--- src/rtl/tms_wb_host_bridge.sv ---
// -----------------------------------------------------------------------------
// tms_wb_host_bridge
//   Byte-stream to Wishbone classic initiator. Framed host commands arrive on an
//   8-bit valid/ready stream, are decoded into single 32-bit Wishbone cycles
//   toward the TMS1x00 register map (ROM adr[16], PLA adr[17], ctrl/debug
//   adr[23]), and a status byte (plus read data) is returned on an 8-bit
//   valid/ready output stream.
//
//   Frame: CMD byte, op = CMD[7:6]
//     00 WRITE : 3 address bytes then 4 data bytes, all LSB first
//     01 READ  : 3 address bytes, LSB first
//     10 PING  : no operands, no bus cycle, answers ST_OK
//     11 BAD   : no operands, no bus cycle, answers ST_BADCMD
//
// Ports
//   wb_clk_i, wb_rst_i      clock and synchronous active-high reset
//   in_data/valid/ready     command byte stream (bridge is the sink)
//   out_data/valid/ready    response byte stream (bridge is the source)
//   wbm_*                   Wishbone classic initiator port, sel fixed 4'hF
//   busy                    high whenever the FSM is not idle
//   err_sticky              set on bus timeout or bad opcode, cleared by reset
// -----------------------------------------------------------------------------
module tms_wb_host_bridge #(
  parameter int unsigned TIMEOUT_CYCLES = 255,
  parameter logic [7:0]  ST_OK          = 8'hA5,
  parameter logic [7:0]  ST_TIMEOUT     = 8'hEE,
  parameter logic [7:0]  ST_BADCMD      = 8'hE1
) (
  input  logic        wb_clk_i,
  input  logic        wb_rst_i,
  input  logic [7:0]  in_data,
  input  logic        in_valid,
  output logic        in_ready,
  output logic [7:0]  out_data,
  output logic        out_valid,
  input  logic        out_ready,
  output logic [31:0] wbm_adr_o,
  output logic [31:0] wbm_dat_o,
  input  logic [31:0] wbm_dat_i,
  output logic [3:0]  wbm_sel_o,
  output logic        wbm_we_o,
  output logic        wbm_cyc_o,
  output logic        wbm_stb_o,
  input  logic        wbm_ack_i,
  output logic        busy,
  output logic        err_sticky
);

  typedef enum logic [2:0] {
    S_IDLE = 3'd0,
    S_ADDR = 3'd1,
    S_DATA = 3'd2,
    S_BUS  = 3'd3,
    S_RESP = 3'd4
  } state_t;

  localparam logic [1:0]  OP_WRITE  = 2'b00;
  localparam logic [1:0]  OP_READ   = 2'b01;
  localparam logic [1:0]  OP_PING   = 2'b10;
  localparam logic [1:0]  OP_BAD    = 2'b11;
  localparam logic [16:0] TMO_LIMIT = 17'(TIMEOUT_CYCLES);

  state_t      state_q,     state_d;
  logic [1:0]  op_q,        op_d;
  logic [1:0]  byte_cnt_q,  byte_cnt_d;
  logic [15:0] tmo_cnt_q,   tmo_cnt_d;
  logic [7:0]  status_q,    status_d;
  logic [31:0] rdata_q,     rdata_d;
  logic [2:0]  resp_left_q, resp_left_d;
  logic [23:0] adr_q,       adr_d;
  logic [31:0] wdat_q,      wdat_d;
  logic        cyc_q,       cyc_d;
  logic        we_q,        we_d;
  logic        out_valid_q, out_valid_d;
  logic [7:0]  out_data_q,  out_data_d;
  logic        in_ready_q,  in_ready_d;
  logic        busy_q,      busy_d;
  logic        err_q,       err_d;

  logic        in_fire_s;
  logic [16:0] tmo_next_s;

  assign in_fire_s  = in_valid && in_ready_q;
  assign tmo_next_s = {1'b0, tmo_cnt_q} + 17'd1;

  assign in_ready   = in_ready_q;
  assign out_valid  = out_valid_q;
  assign out_data   = out_data_q;
  assign wbm_adr_o  = {8'h00, adr_q};
  assign wbm_dat_o  = wdat_q;
  assign wbm_sel_o  = 4'hF;
  assign wbm_we_o   = we_q;
  assign wbm_cyc_o  = cyc_q;
  assign wbm_stb_o  = cyc_q;
  assign busy       = busy_q;
  assign err_sticky = err_q;

  // Next-state and next-output computation for the whole bridge.
  always_comb begin
    state_d     = state_q;
    op_d        = op_q;
    byte_cnt_d  = byte_cnt_q;
    tmo_cnt_d   = tmo_cnt_q;
    status_d    = status_q;
    rdata_d     = rdata_q;
    resp_left_d = resp_left_q;
    adr_d       = adr_q;
    wdat_d      = wdat_q;
    cyc_d       = cyc_q;
    we_d        = we_q;
    out_valid_d = out_valid_q;
    out_data_d  = out_data_q;
    err_d       = err_q;

    case (state_q)
      S_IDLE: begin
        if (in_fire_s) begin
          op_d       = in_data[7:6];
          byte_cnt_d = 2'd0;
          case (in_data[7:6])
            OP_WRITE, OP_READ: begin
              state_d = S_ADDR;
            end
            OP_PING: begin
              status_d = ST_OK;
              state_d  = S_RESP;
            end
            OP_BAD: begin
              status_d = ST_BADCMD;
              err_d    = 1'b1;
              state_d  = S_RESP;
            end
            default: begin
              state_d = S_IDLE;
            end
          endcase
        end else begin
          state_d = S_IDLE;
        end
      end

      S_ADDR: begin
        if (in_fire_s) begin
          // Shifting in from the top leaves the first (LSB) byte at [7:0]
          // after the third byte.
          adr_d = {in_data, adr_q[23:8]};
          if (byte_cnt_q == 2'd2) begin
            byte_cnt_d = 2'd0;
            if (op_q == OP_WRITE) begin
              state_d = S_DATA;
            end else begin
              state_d   = S_BUS;
              cyc_d     = 1'b1;
              we_d      = 1'b0;
              tmo_cnt_d = 16'd0;
            end
          end else begin
            byte_cnt_d = byte_cnt_q + 2'd1;
          end
        end else begin
          state_d = S_ADDR;
        end
      end

      S_DATA: begin
        if (in_fire_s) begin
          wdat_d = {in_data, wdat_q[31:8]};
          if (byte_cnt_q == 2'd3) begin
            byte_cnt_d = 2'd0;
            state_d    = S_BUS;
            cyc_d      = 1'b1;
            we_d       = 1'b1;
            tmo_cnt_d  = 16'd0;
          end else begin
            byte_cnt_d = byte_cnt_q + 2'd1;
          end
        end else begin
          state_d = S_DATA;
        end
      end

      S_BUS: begin
        // Ack wins over a timeout that would expire on the same edge.
        if (wbm_ack_i) begin
          if (!we_q) begin
            rdata_d = wbm_dat_i;
          end else begin
            rdata_d = rdata_q;
          end
          status_d  = ST_OK;
          cyc_d     = 1'b0;
          we_d      = 1'b0;
          tmo_cnt_d = 16'd0;
          state_d   = S_RESP;
        end else if (tmo_next_s == TMO_LIMIT) begin
          status_d  = ST_TIMEOUT;
          err_d     = 1'b1;
          cyc_d     = 1'b0;
          we_d      = 1'b0;
          tmo_cnt_d = 16'd0;
          state_d   = S_RESP;
        end else begin
          tmo_cnt_d = tmo_next_s[15:0];
        end
      end

      S_RESP: begin
        // First RESP cycle loads the status byte; later bytes replace the
        // current one only on a completed handshake.
        if (!out_valid_q) begin
          out_valid_d = 1'b1;
          out_data_d  = status_q;
          if ((op_q == OP_READ) && (status_q == ST_OK)) begin
            resp_left_d = 3'd4;
          end else begin
            resp_left_d = 3'd0;
          end
        end else if (out_ready) begin
          if (resp_left_q != 3'd0) begin
            out_data_d  = rdata_q[7:0];
            rdata_d     = {8'h00, rdata_q[31:8]};
            resp_left_d = resp_left_q - 3'd1;
          end else begin
            out_valid_d = 1'b0;
            out_data_d  = 8'h00;
            state_d     = S_IDLE;
          end
        end else begin
          out_valid_d = 1'b1;
        end
      end

      default: begin
        state_d = S_IDLE;
        cyc_d   = 1'b0;
        we_d    = 1'b0;
      end
    endcase

    in_ready_d = (state_d == S_IDLE) || (state_d == S_ADDR) || (state_d == S_DATA);
    busy_d     = (state_d != S_IDLE);
  end

  // State and registered outputs, synchronous reset.
  always_ff @(posedge wb_clk_i) begin
    if (wb_rst_i) begin
      state_q     <= S_IDLE;
      op_q        <= 2'd0;
      byte_cnt_q  <= 2'd0;
      tmo_cnt_q   <= 16'd0;
      status_q    <= 8'h00;
      rdata_q     <= 32'h0000_0000;
      resp_left_q <= 3'd0;
      adr_q       <= 24'h00_0000;
      wdat_q      <= 32'h0000_0000;
      cyc_q       <= 1'b0;
      we_q        <= 1'b0;
      out_valid_q <= 1'b0;
      out_data_q  <= 8'h00;
      in_ready_q  <= 1'b1;
      busy_q      <= 1'b0;
      err_q       <= 1'b0;
    end else begin
      state_q     <= state_d;
      op_q        <= op_d;
      byte_cnt_q  <= byte_cnt_d;
      tmo_cnt_q   <= tmo_cnt_d;
      status_q    <= status_d;
      rdata_q     <= rdata_d;
      resp_left_q <= resp_left_d;
      adr_q       <= adr_d;
      wdat_q      <= wdat_d;
      cyc_q       <= cyc_d;
      we_q        <= we_d;
      out_valid_q <= out_valid_d;
      out_data_q  <= out_data_d;
      in_ready_q  <= in_ready_d;
      busy_q      <= busy_d;
      err_q       <= err_d;
    end
  end

endmodule

--- config.mk ---
export PLATFORM = sky130hd
export DESIGN_NAME = tms_wb_host_bridge
export DESIGN_NICKNAME = d
export VERILOG_FILES = /design/src/rtl/tms_wb_host_bridge.sv
export SDC_FILE = /design/constraint.sdc
export NUM_CORES = 1
export LEC_CHECK = 0
export CAP_MARGIN = 20
export CORE_AREA = 2 2 136 138
export CTS_CLUSTER_DIAMETER = 200
export DETAILED_ROUTE_END_ITERATION = 12
export DIE_AREA = 0 0 138 140
export GPL_ROUTABILITY_DRIVEN = 0
export SYNTH_ARGS = -nofsm -noshare
export SYNTH_HDL_FRONTEND = slang
export SYNTH_SLANG_ARGS = --single-unit
export TNS_END_PERCENT = 1
--- constraint.sdc ---
create_clock -name wb_clk_i -period 3.3 [get_ports wb_clk_i]
set_input_delay 0.33 -clock wb_clk_i [delete_from_list [all_inputs] [get_ports wb_clk_i]]
set_output_delay 0.33 -clock wb_clk_i [all_outputs]
set_load 0.01 [all_outputs]
==> results_dict.tcl <==
set metrics [dict create \
    outcome "finished, final reports clean" \
    grt_max_degree 71 \
    grt_overflow 0 \
    clk_pin_slew_ps 60 \
    layout.cells.non_filler 1067 \
    core_area_mm2 0.0178 \
    die_h_um 140 \
    required_ps 3600 \
    ff_latch_area_mm2 0.00266 \
    grt_pass1_vias 4847 \
    cts_tree "done" \
    track_usage 0.154 \
    ys_top_cells_by_count "nand2_1, dfxtp_1, a21oi_1" \
    fin_area_mm2 0.00763 \
    leakagePower_nw 2.61 \
    cts_root_buf "clkbuf_16" \
    setup_violations 0 \
    crit_cells 9 \
    drive_above_1_share 0.0728 \
    ys_top_cells_by_area "dfxtp_1, nand2_1, a21oi_1" \
    antenna_found_initial 0 \
    yosysUniqueCellTypes 61 \
    min_from "wbm_dat_o[7]" \
    ff2ff_path_depth 9 \
    syn_area_per_cell_um2 7.94 \
    place_area_mm2 0.00704 \
    hold_class "reg2reg" \
    place.port_buffers 115 \
    synth_most_common_cell "nand2_1" \
    critical_path.top_delay_family "compound AO/OA/AOI/OAI gates" \
    cts.sinks 133 \
    first_iter_violations 379 \
    ys_warn_count 0 \
    path_cells "ha_1 > nand3_2 > or3_1 > a2111oi_2 > o2111a_2 > a211oi_2 > buf_4 > a21o_1 > a22o_1" \
    wl_per_cell_um 13.7 \
    fin_nets 878 \
    fillCellCount 1831 \
    critPathMaxFanout 16 \
    fmax_ghz 0.361 \
    start_util 0.326 \
    rows 49 \
    finalMaxSlewViolations 0 \
    hold_viol 0 \
    maxSlewHeadroom 0.488 \
    yosysSeqAreaShare 0.459 \
    synth-edff-count 0 \
    worst_slew_pin_slew_ps 769 \
    fin_util 0.429 \
    synthArstFlopShare 0 \
    die-width_um 138 \
    clk_latency_ps 420 \
    finClkSkew_ps 8.90 \
    diodes 0 \
    reg2reg_slack_ps 530 \
    die-area_mm2 0.0193 \
    dp.cells 1034 \
    area_delta_synth_final_pct 31.5 \
    ys_seq_elements 133 \
    p_total_w 0.00380 \
    whs_path_depth 2 \
    power.density_mw_per_mm2 498 \
    dr.pass1.iters 4 \
    r2r-end "tmo_cnt_q[10]" \
    syn_area_mm2 0.00580 \
    cts_resized 0 \
    dp_hpwl_mm 9.81 \
    ir_worst_vdd_mv 0.379 \
    setup_tns_ps 0 \
    critPathBufInv 1 \
    holdPathEnd "wbm_dat_o[7]" \
    arrival_ps 3080 \
    postCtsSetupBuffers 0 \
    clk_path_buf_depth 2 \
    yosys.area.top_type "dfxtp_1" \
    rsz0062_at_grt "no" \
    drc 0 \
    period_minus_slack_ps 2770 \
    ys.flop_type "dfxtp_1" \
    drv_cap 0 \
    synth_top_area_share 0.459 \
    wl_mm 14.6 \
    rr_startpoint "tmo_cnt_q[0]" \
    viasPerCell 4.85 \
    multi_input_area_mm2 0.00283 \
    ant_nets 0 \
    ioPinCount 128 \
    slowest_delay_ps 440 \
    vias 5177 \
    critPathLaunchType "register" \
    cts_buffers 17 \
    crit_slowest_cell "dfxtp_1" \
    end_kind "register" \
    htreeDepth 4 \
    cts_hold_buf 0 \
    path_class "reg2reg" \
    min_period_over_period 0.840 \
    grt_pass1_wl_mm 24.4 \
    syn_inst 731 \
]
-- flip-flops by register name, summed over array words and instances (netlist names) --
register and cells:
wbm_cyc_o 1, wbm_dat_o 32, in_ready 1, op_q 2, busy 1, tmo_cnt_q 16, status_q 5, resp_left_q 3
out_valid 1, byte_cnt_q 2, adr_q 24, state_q 3, out_data 8, err_sticky 1, rdata_q 32, wbm_we_o 1
-- logic make-up (layout without fill, tap and decap cells) --
family,count (synthesis),count (layout),synth area share
buf+inv,71,168,0.0608
flops,133,133,0.459
xor+xnor,5,5,0.00755
compound gates,171,171,0.196
other cells,2,12,0.00129
mux,3,3,0.00539
fa+ha+maj,9,9,0.0190
simple gates,337,337,0.251
-- worst max path at each step --
stage | from | to | slack [ps]
3_3_place_gp | tmo_cnt_q[0] | tmo_cnt_q[8] | 310
5_1_grt | tmo_cnt_q[0] | tmo_cnt_q[10] | 320
4_1_cts | tmo_cnt_q[0] | tmo_cnt_q[8] | 230
6_report | tmo_cnt_q[0] | tmo_cnt_q[10] | 530
3_5_place_dp | tmo_cnt_q[0] | tmo_cnt_q[8] | 250
2_1_floorplan | tmo_cnt_q[0] | busy | 800
-- worst min-delay path, delay by kind of cell (launching register included) --
kind	cells	cell delay, ps
AOI/OAI and AO/OA	1	50
and+or+nand+nor	1	50
DFF	1	300
-- power by group --
group	switching (W)	internal (W)	total, W	leakage [nW]
clock network	0.000713	0.00115	0.00186	0.282
logic	0.000153	0.000121	0.000274	1.25
registers	0.0000267	0.00163	0.00166	1.07
-- through the flow --
step           hold slack [ps]  setup WS, ps
6_report                   452           527
2_1_floorplan              439           796
3_3_place_gp               443           306
4_1_cts                    456           233
5_1_grt                    477           317
3_5_place_dp               448           247
-- per-layer routing --
metal	up-vias	wire length, µm	GRT usage
met5	-	0	0
met4	0	284	0.0693
met3	19	613	0.0373
met2	98	6690	0.239
met1	2382	7060	0.204
li1	2678	-	-
-- area by class of cell --
class | instances | share of cell area
tap | 229 | 0.0376
multi-input combinational | 537 | 0.371
clock inverter | 12 | 0.0169
timing repair buffer | 125 | 0.160
clock buffer | 20 | 0.0599
sequential | 133 | 0.349
inverter | 11 | 0.00541
-- cell usage in the layout (no fill, tap or decap), drive strengths merged, types with 3 or more instances in the layout --
| cell type | count |
|---|---|
| nor2 | 65 |
| a31oi | 7 |
| dfxtp | 133 |
| nand4 | 3 |
| xor2 | 5 |
| a21oi | 78 |
| and3 | 5 |
| clkinvlp | 3 |
| inv | 11 |
| a211oi | 7 |
| and2 | 6 |
| or3 | 5 |
| buf | 11 |
| ha | 8 |
| o21a | 3 |
| a21o | 4 |
| nor4 | 3 |
| clkbuf | 20 |
| nand2 | 202 |
| clkinv | 7 |
| a22oi | 10 |
| nand2b | 6 |
| nor2b | 5 |
| conb | 12 |
| clkdlybuf4s50 | 114 |
| o21ai | 13 |
| nand3 | 16 |
| nor3 | 11 |
| nand3b | 3 |
| a311oi | 26 |
| a221oi | 5 |
Note: power is estimated with default switching activity, not from simulation.
